$ cat config.mk
export PLATFORM = sky130hd
export DESIGN_NAME = rf_wb_queue_flat
export DESIGN_NICKNAME = d
export VERILOG_FILES = /design/src/rtl/rf_wb_queue_if.sv /design/src/rtl/rf_wb_queue.sv /design/src/flat_wrapper.sv
export SDC_FILE = /design/constraint.sdc
export NUM_CORES = 1
export LEC_CHECK = 0
export CAP_MARGIN = 20
export CORE_MARGIN = 1
export CORE_UTILIZATION = 50
export CTS_CLUSTER_SIZE = 12
export DETAILED_ROUTE_END_ITERATION = 12
export HOLD_SLACK_MARGIN = 0.1
export PLACE_DENSITY = 0.79
export SLEW_MARGIN = 20
export SYNTH_ARGS = -nofsm -noshare
export SYNTH_HDL_FRONTEND = slang
export SYNTH_SLANG_ARGS = --single-unit
export TNS_END_PERCENT = 30
$ cat constraint.sdc
create_clock -name clk -period 3.3 [get_ports clk]
set_clock_uncertainty 0.1 [all_clocks]
set_input_delay 0.99 -clock clk [delete_from_list [all_inputs] [get_ports clk]]
set_output_delay 0.99 -clock clk [all_outputs]
set_load 0.05 [all_outputs]
$ cat src/rtl/rf_wb_queue_if.sv
// Register-file write-back queue bus: producer handshake, write port and decode lookups.
// The master side is the producer/decode/testbench; the slave side is rf_wb_queue.
interface rf_wb_queue_if;
   logic        in_valid;
   logic [2:0]  in_regsel;
   logic [15:0] in_data;
   logic        in_ready;
   logic        drain_stall;
   logic        write;
   logic [2:0]  writeregsel;
   logic [15:0] writedata;
   logic [2:0]  look1sel;
   logic [2:0]  look2sel;
   logic        look1hit;
   logic        look2hit;
   logic [15:0] look1data;
   logic [15:0] look2data;

   modport master (
      output in_valid, in_regsel, in_data, drain_stall, look1sel, look2sel,
      input  in_ready, write, writeregsel, writedata,
             look1hit, look2hit, look1data, look2data
   );

   modport slave (
      input  in_valid, in_regsel, in_data, drain_stall, look1sel, look2sel,
      output in_ready, write, writeregsel, writedata,
             look1hit, look2hit, look1data, look2data
   );
endinterface

$ cat src/rtl/rf_wb_queue.sv
// Circular write-back queue in front of the register-file write port, with optional
// youngest-match forwarding to two decode lookups (enabled by macro RF_WB_QUEUE_FWD_EN).
//
// state      | meaning
// ST_EMPTY   | count = 0, write port idle, outputs forced to 0
// ST_PARTIAL | 0 < count < DEPTH, accepting and draining
// ST_FULL    | count = DEPTH, in_ready low
module rf_wb_queue #(
   parameter int DEPTH = 4
) (
   input logic          clk,
   input logic          rst,
   rf_wb_queue_if.slave wb
);
   localparam int PTR_W = $clog2(DEPTH);
   localparam int CNT_W = $clog2(DEPTH + 1);

   typedef enum logic [1:0] {ST_EMPTY, ST_PARTIAL, ST_FULL} state_t;

   state_t           state_q;
   state_t           state_d;
   logic [PTR_W-1:0] head_q;
   logic [PTR_W-1:0] tail_q;
   logic [CNT_W-1:0] count_q;
   logic [2:0]       regsel_mem [DEPTH];
   logic [15:0]      data_mem   [DEPTH];
   logic             push;
   logic             pop;
   logic             nonempty;

   assign nonempty       = (state_q != ST_EMPTY);
   assign wb.in_ready    = (state_q != ST_FULL) && !rst;
   assign push           = wb.in_valid && wb.in_ready;
   assign wb.write       = nonempty && !wb.drain_stall && !rst;
   assign pop            = wb.write;
   assign wb.writeregsel = nonempty ? regsel_mem[head_q] : 3'd0;
   assign wb.writedata   = nonempty ? data_mem[head_q] : 16'd0;

   always_comb begin
      state_d = state_q;
      case ({push, pop})
         2'b10:   state_d = (count_q == CNT_W'(DEPTH - 1)) ? ST_FULL : ST_PARTIAL;
         2'b01:   state_d = (count_q == CNT_W'(1)) ? ST_EMPTY : ST_PARTIAL;
         default: state_d = state_q;
      endcase
   end

   always_ff @(posedge clk) begin
      if (rst) begin
         state_q <= ST_EMPTY;
         head_q  <= '0;
         tail_q  <= '0;
         count_q <= '0;
      end else begin
         state_q <= state_d;
         if (push) tail_q <= tail_q + 1'b1;
         if (pop)  head_q <= head_q + 1'b1;
         case ({push, pop})
            2'b10:   count_q <= count_q + 1'b1;
            2'b01:   count_q <= count_q - 1'b1;
            default: count_q <= count_q;
         endcase
      end
   end

   // push is already gated by reset through in_ready
   always_ff @(posedge clk) begin
      if (push) begin
         regsel_mem[tail_q] <= wb.in_regsel;
         data_mem[tail_q]   <= wb.in_data;
      end
   end

`ifdef RF_WB_QUEUE_FWD_EN
   logic [DEPTH-1:0] valid_q;
   logic             hit1;
   logic             hit2;
   logic [15:0]      data1;
   logic [15:0]      data2;

   always_ff @(posedge clk) begin
      if (rst) begin
         valid_q <= '0;
      end else begin
         if (pop)  valid_q[head_q] <= 1'b0;
         if (push) valid_q[tail_q] <= 1'b1;
      end
   end

   // Walk oldest to youngest so the last match seen is the youngest pending write.
   always_comb begin
      logic [PTR_W-1:0] idx;
      idx   = '0;
      hit1  = 1'b0;
      hit2  = 1'b0;
      data1 = '0;
      data2 = '0;
      for (int i = 0; i < DEPTH; i++) begin
         idx = head_q + PTR_W'(i);
         if (valid_q[idx] && (regsel_mem[idx] == wb.look1sel)) begin
            hit1  = 1'b1;
            data1 = data_mem[idx];
         end
         if (valid_q[idx] && (regsel_mem[idx] == wb.look2sel)) begin
            hit2  = 1'b1;
            data2 = data_mem[idx];
         end
      end
   end

   assign wb.look1hit  = hit1 && !rst;
   assign wb.look2hit  = hit2 && !rst;
   assign wb.look1data = rst ? 16'd0 : data1;
   assign wb.look2data = rst ? 16'd0 : data2;
`else
   assign wb.look1hit  = 1'b0;
   assign wb.look2hit  = 1'b0;
   assign wb.look1data = 16'd0;
   assign wb.look2data = 16'd0;
`endif
endmodule

$ cat src/flat_wrapper.sv
// flat-port wrapper written by rule: the top's interface ports become plain ports
module rf_wb_queue_flat 
#(
   parameter int DEPTH = 4
)
  (clk, rst, wb_in_valid, wb_in_regsel, wb_in_data, wb_drain_stall, wb_look1sel, wb_look2sel, wb_in_ready, wb_write, wb_writeregsel, wb_writedata, wb_look1hit, wb_look2hit, wb_look1data, wb_look2data);
  rf_wb_queue_if wb_i ();
  input logic clk;
  input logic rst;
  input wire logic [$bits(wb_i.in_valid)-1:0] wb_in_valid;
  input wire logic [$bits(wb_i.in_regsel)-1:0] wb_in_regsel;
  input wire logic [$bits(wb_i.in_data)-1:0] wb_in_data;
  input wire logic [$bits(wb_i.drain_stall)-1:0] wb_drain_stall;
  input wire logic [$bits(wb_i.look1sel)-1:0] wb_look1sel;
  input wire logic [$bits(wb_i.look2sel)-1:0] wb_look2sel;
  output wire logic [$bits(wb_i.in_ready)-1:0] wb_in_ready;
  output wire logic [$bits(wb_i.write)-1:0] wb_write;
  output wire logic [$bits(wb_i.writeregsel)-1:0] wb_writeregsel;
  output wire logic [$bits(wb_i.writedata)-1:0] wb_writedata;
  output wire logic [$bits(wb_i.look1hit)-1:0] wb_look1hit;
  output wire logic [$bits(wb_i.look2hit)-1:0] wb_look2hit;
  output wire logic [$bits(wb_i.look1data)-1:0] wb_look1data;
  output wire logic [$bits(wb_i.look2data)-1:0] wb_look2data;
  assign wb_i.in_valid = wb_in_valid;
  assign wb_i.in_regsel = wb_in_regsel;
  assign wb_i.in_data = wb_in_data;
  assign wb_i.drain_stall = wb_drain_stall;
  assign wb_i.look1sel = wb_look1sel;
  assign wb_i.look2sel = wb_look2sel;
  assign wb_in_ready = wb_i.in_ready;
  assign wb_write = wb_i.write;
  assign wb_writeregsel = wb_i.writeregsel;
  assign wb_writedata = wb_i.writedata;
  assign wb_look1hit = wb_i.look1hit;
  assign wb_look2hit = wb_i.look2hit;
  assign wb_look1data = wb_i.look1data;
  assign wb_look2data = wb_i.look2data;
  rf_wb_queue #(.DEPTH(DEPTH)) u_core (.clk(clk), .rst(rst), .wb(wb_i));
endmodule
* After elaboration in Yosys (flattened, before gate mapping)
Memories as Yosys holds them, arrays and structs flattened. A register that Yosys moved wholly into a read port is not among the register bits.
Index checks and enable logic that the tools add are counted.
** Word-level totals
- Memory bits (writable) :: 76
- Register bits after elaboration :: 9
- Input port bits :: 29
- Memories kept :: 2
- Bits in latches :: 0
- Output and inout port bits :: 55
- Bits in read-only memories :: 0
** Operators by class
- Divide/modulo/power cells :: 0
- $mul :: 0
- Eq/ne operators :: 5
- Reductions and logical operators :: 8
- Bitwise gates (word level) :: 0
- Order comparisons :: 0
- Muxes and demuxes :: 12
- Shift operators :: 0
- Add/subtract/negate cells :: 4
** Memory list
- u_core.data_mem :: depth 4, bits a word 16, rd ports 1, clocked after memory_dff 1, write ports 1, line rf_wb_queue.sv:26 : logic [15:0] data_mem [DEPTH];
- u_core.regsel_mem :: depth 4, bits a word 3, rd ports 1, clocked after memory_dff 1, write ports 1, line rf_wb_queue.sv:25 : logic [2:0] regsel_mem [DEPTH];
** Operators by type and width (number)
- 2-to-1 mux 16 bit :: 1
- 2-to-1 mux 2 bit :: 5
- case mux 3 bit (2 select lines) :: 1
- adder 2 x 1 -> 2 bit (second input constant) :: 2
- logical AND 1 bit :: 4
- case mux 2 bit (2 select lines) :: 1
- nonzero test 2 bit :: 2
- adder 3 x 1 -> 3 bit (second input constant) :: 1
- equality test 3 x 1 -> 1 bit (second input constant) :: 1
- equality test 3 x 2 -> 1 bit (second input constant) :: 1
- 2-to-1 mux 1 bit :: 3
- 2-to-1 mux 3 bit :: 1
- subtractor 3 x 1 -> 3 bit (second input constant) :: 1
- equality test 2 x 1 -> 1 bit (second input constant) :: 1
- equality test 2 bit (second input constant) :: 1
- zero test 1 bit :: 2
- != test 2 bit (second input constant) :: 1

* Longest topological paths before layout
- Depth in word-level cells :: 5
- Gate-level depth with buffers :: 9
- Depth with buffers taken out :: 7

* Least setup slack after synthesis
Ideal clock, no wire load.
- Path kind :: input-to-reg
- Start :: input rst
- End :: register u_core.count_q[2]
- Setup slack :: -0.405 ns
- Stages on the path :: 7
- Required time :: 3.083 ns
- Arrival :: 3.487 ns
- Path buffers :: 3
- Setup time :: 0.117 ns
- Path through :: buf_2 > buf_1 > nor3_1 > ha_1 > clkbuf_1 > a21o_1 > a32o_1
** RTL lines
- start, declared :: line flat_wrapper.sv:9 : input logic rst;
- zero test 1 bit * :: line rf_wb_queue.sv:34 : assign wb.write = nonempty && !wb.drain_stall && !rst;
- logical AND 1 bit * :: line rf_wb_queue.sv:34
- named net wb_write :: line flat_wrapper.sv:17 : output wire logic [$bits(wb_i.write)-1:0] wb_write;
- equality test 2 x 1 -> 1 bit or equality test 2 bit (tied branches) :: line rf_wb_queue.sv:58 : case ({push, pop})
- case mux 3 bit (2 select lines) or nonzero test 2 bit (tied branches)
- end signal, assigned :: line rf_wb_queue.sv:59 : 2'b10: count_q <= count_q + 1'b1;
- end signal, assigned :: line rf_wb_queue.sv:60 : 2'b01: count_q <= count_q - 1'b1;
- end signal, assigned :: line rf_wb_queue.sv:61 : default: count_q <= count_q;
- end, declared :: line rf_wb_queue.sv:24 : logic [CNT_W-1:0] count_q;
The timed path passes the listed nets; every way through them passes the cells marked *.
A chain may end at the register's enable or synchronous reset.

==> impl_metrics.csv <==
group,metric,value,unit
die,die_w,89.6,um
yosys,ys_types,36,
die,die_area,8020,um2
route,viasPerCell,4.94,
sta,maxSlewViolCount,0,
setup_path,cp.depth,4,
setup_path,crit_required,2210,ps
die,start_util,52.3,%
route,drc,0,
grt,grt_antenna_before_repair,0,
sta,final_hold_viol_count,0,
setup_path,crit_family,"multiplexers",
route,num_vias,1923,
sta,period_needed,3110,ps
clocking,clk_pin_slew,80,ps
sta,rsz0062_at_grt,"false",
setup_path,r2r_cells,6,
grt,first_global_vias,1866,
die,fp-row-count,31,
setup_path,end_kind,"output port",
sta,fin_crit_sh,94.3,%
layout,syn2layout_area_growth,17.4,%
clocking,post_cts_buffers,0,
pwr,power.leakage,0.00166,uW
route,routedWlPerCell,15.2,um
die,fp.dieH,89.6,um
grt,grt_max_degree,22,
clocking,clock_latency,340,ps
clocking,clock_sinks,87,
run,drv_cap,0,
yosys,synth.cell_area,3830,um2
yosys,syn_area_per_cell,16.5,um2
sta,fmax,321,MHz
setup_path,criticalPathCategory,"flop to output port",
placed_design,port_buffers,43,
grt,grtUsageTotal,16.3,%
pwr,power_density,518,nW/um2
clocking,clockRootBuffer,"clkbuf_8",
setup_path,start_kind,"flop",
sta,tns,0,ps
yosys,ys.flop_type,"edfxtp_1",
placed_design,gp_congestion,0.754,
yosys,yosysSeqAreaShare,65.3,%
grt,grt_overflow_total,0,
min_path,holdPathStages,1,
placed_design,dp_hpwl,3880,um
grt,grt_pass1_wl,9180,um
status,status,"finished, final reports clean",
layout,drive_gt1_share,19.7,%
clocking,cts-hold-fix-buffers,0,
clocking,post_cts_resized,0,
pwr,ir_drop,0.000260,V
route,ant_nets,0,
yosys,ys_warn_count,0,
yosys,async_reset_ff_share,0,%
sta,whs,362,ps
setup_path,slowest_stage,"mux4_1",
clocking,cts_made_buffers,9,
route,dr.pass1.iters,4,
route,wl,5900,um
yosys,ys_ff_latch,87,
layout,diodes,0,
clocking,htreeDepth,3,
min_path,min_path_type,"flop to flop",
yosys,synthCells,233,
die,ioPinCount,84,
setup_path,crit_chain,"buf_12, mux4_1, and2_1, buf_4",
route,drtIter0Drc,99,
layout,final_nets,324,
setup_path,timing.critical_path.buf_inv,2,
die,core_area,7330,um2
yosys,synth_edf_count,76,
setup_path,cpPeakStageDelay,590,ps
setup_path,arrival,2020,ps
setup_path,critPathMaxFanout,16,
clocking,cts_max_path_buffers,2,
setup_path,r2r_slack,1510,ps
sta,setup_violations,0,
clocking,cts_tree,"done",
==> through the flow <==
step                      instances  util (%)  total power (uW)  instance area, um2  setup slack (ps)
after floorplan                 266         -              1520                3960              98.7
after global placement          374      58.5              1570                4290               231
after detailed placement        374      58.5              1580                4290               238
after CTS                       389      61.4              2350                4500               156
after global routing            389      61.4              2420                4500               105
final                           389      61.4              2330                4500               187
==> where the power goes <==
group	leakage [uW]	total (uW)	internal, uW	switching, uW
clock	0.000103	780	424	356
sequential	0.000780	1240	1220	11.7
combinational	0.000778	313	97.9	215
total	0.00166	2330	1750	583
==> cell families (layout without fill, tap and decap cells) <==
| family | Yosys count | count (layout) | share of synthesized area (%) |
|---|---|---|---|
| xor+xnor | 1 | 1 | 0.228 |
| simple gates | 48 | 48 | 6.98 |
| mux | 21 | 21 | 12.6 |
| buf+inv | 51 | 75 | 9.04 |
| compound gates | 15 | 15 | 2.90 |
| flops | 87 | 87 | 65.3 |
| other cells | 1 | 34 | 0.0978 |
| fa+ha+maj | 9 | 9 | 2.94 |
==> flip-flops by register name, summed over array words and instances, names as in the netlist, named ones only <==
signal             cells
u_core.tail_q          2
u_core.state_q         2
u_core.count_q         3
u_core.data_mem       64
u_core.regsel_mem     12
u_core.head_q          2
==> synthesized netlist by cell type, drive strengths merged, types with 2 or more instances <==
master   n  share of area, %
a21oi    4              0.52
and2    19               3.1
and3     5              0.82
buf     40               8.0
clkbuf   3              0.29
dfxtp   11               5.7
edfxtp  76                60
ha       9               2.9
inv      8              0.78
mux2i    2              0.52
mux4    19                12
nand2    5              0.49
nand2b   2              0.33
nand3    3              0.39
nor2     6              0.59
nor2b    3              0.49
nor3     2              0.26
o22ai    2              0.33
o31ai    2              0.39
==> placed cells by master (no fill, tap or decap), types with 2 or more instances in the layout <==
cell type | netlist | routed
a21oi_1 | 4 | 4
and2_1 | 19 | 19
and3_1 | 5 | 5
buf_12 | 1 | 6
buf_4 | 34 | 24
bufinv_16 | 0 | 2
clkbuf_8 | 0 | 9
clkdlybuf4s50_1 | 0 | 22
conb_1 | 1 | 34
dfxtp_1 | 11 | 11
edfxtp_1 | 76 | 76
ha_1 | 9 | 9
inv_1 | 8 | 8
mux2i_1 | 2 | 2
mux4_1 | 9 | 9
mux4_2 | 10 | 10
nand2_1 | 5 | 5
nand2b_1 | 2 | 2
nand3_1 | 3 | 3
nor2_1 | 6 | 6
nor2b_1 | 3 | 3
o22ai_1 | 2 | 2
o31ai_1 | 2 | 2
==> layout make-up <==
class,count,area [um2]
clock buffer,10,128
multi-input combinational,128,1110
tap,99,124
inverter,8,30.0
fill,539,2830
sequential,87,2500
timing repair buffer,52,520
clock inverter,5,81.3
==> routing by layer <==
metal | GRT usage [%] | up-vias | part of all wire (%)
li1 | - | 920 | -
met1 | 19.5 | 929 | 42
met2 | 28.0 | 69 | 52
met3 | 5.12 | 5 | 4.6
met4 | 6.06 | 0 | 1.2
met5 | 0 | - | 0
==> worst paths after layout <==
check,from,end
max reg2reg,u_core.state_q[1],u_core.count_q[0]
min reg2reg,u_core.head_q[1],flop
min,u_core.head_q[1],flop
max,flop,wb_writedata[15]
==> worst reg2reg max path, stage by stage (launching register included) <==
cell     delay (ps)
dfxtp_1         340
nor2b_1         160
nor2_1          170
inv_1            70
ha_1            450
nor3_1          100
a211o_1         300
No activity file was read; power rests on OpenSTA's default activity.
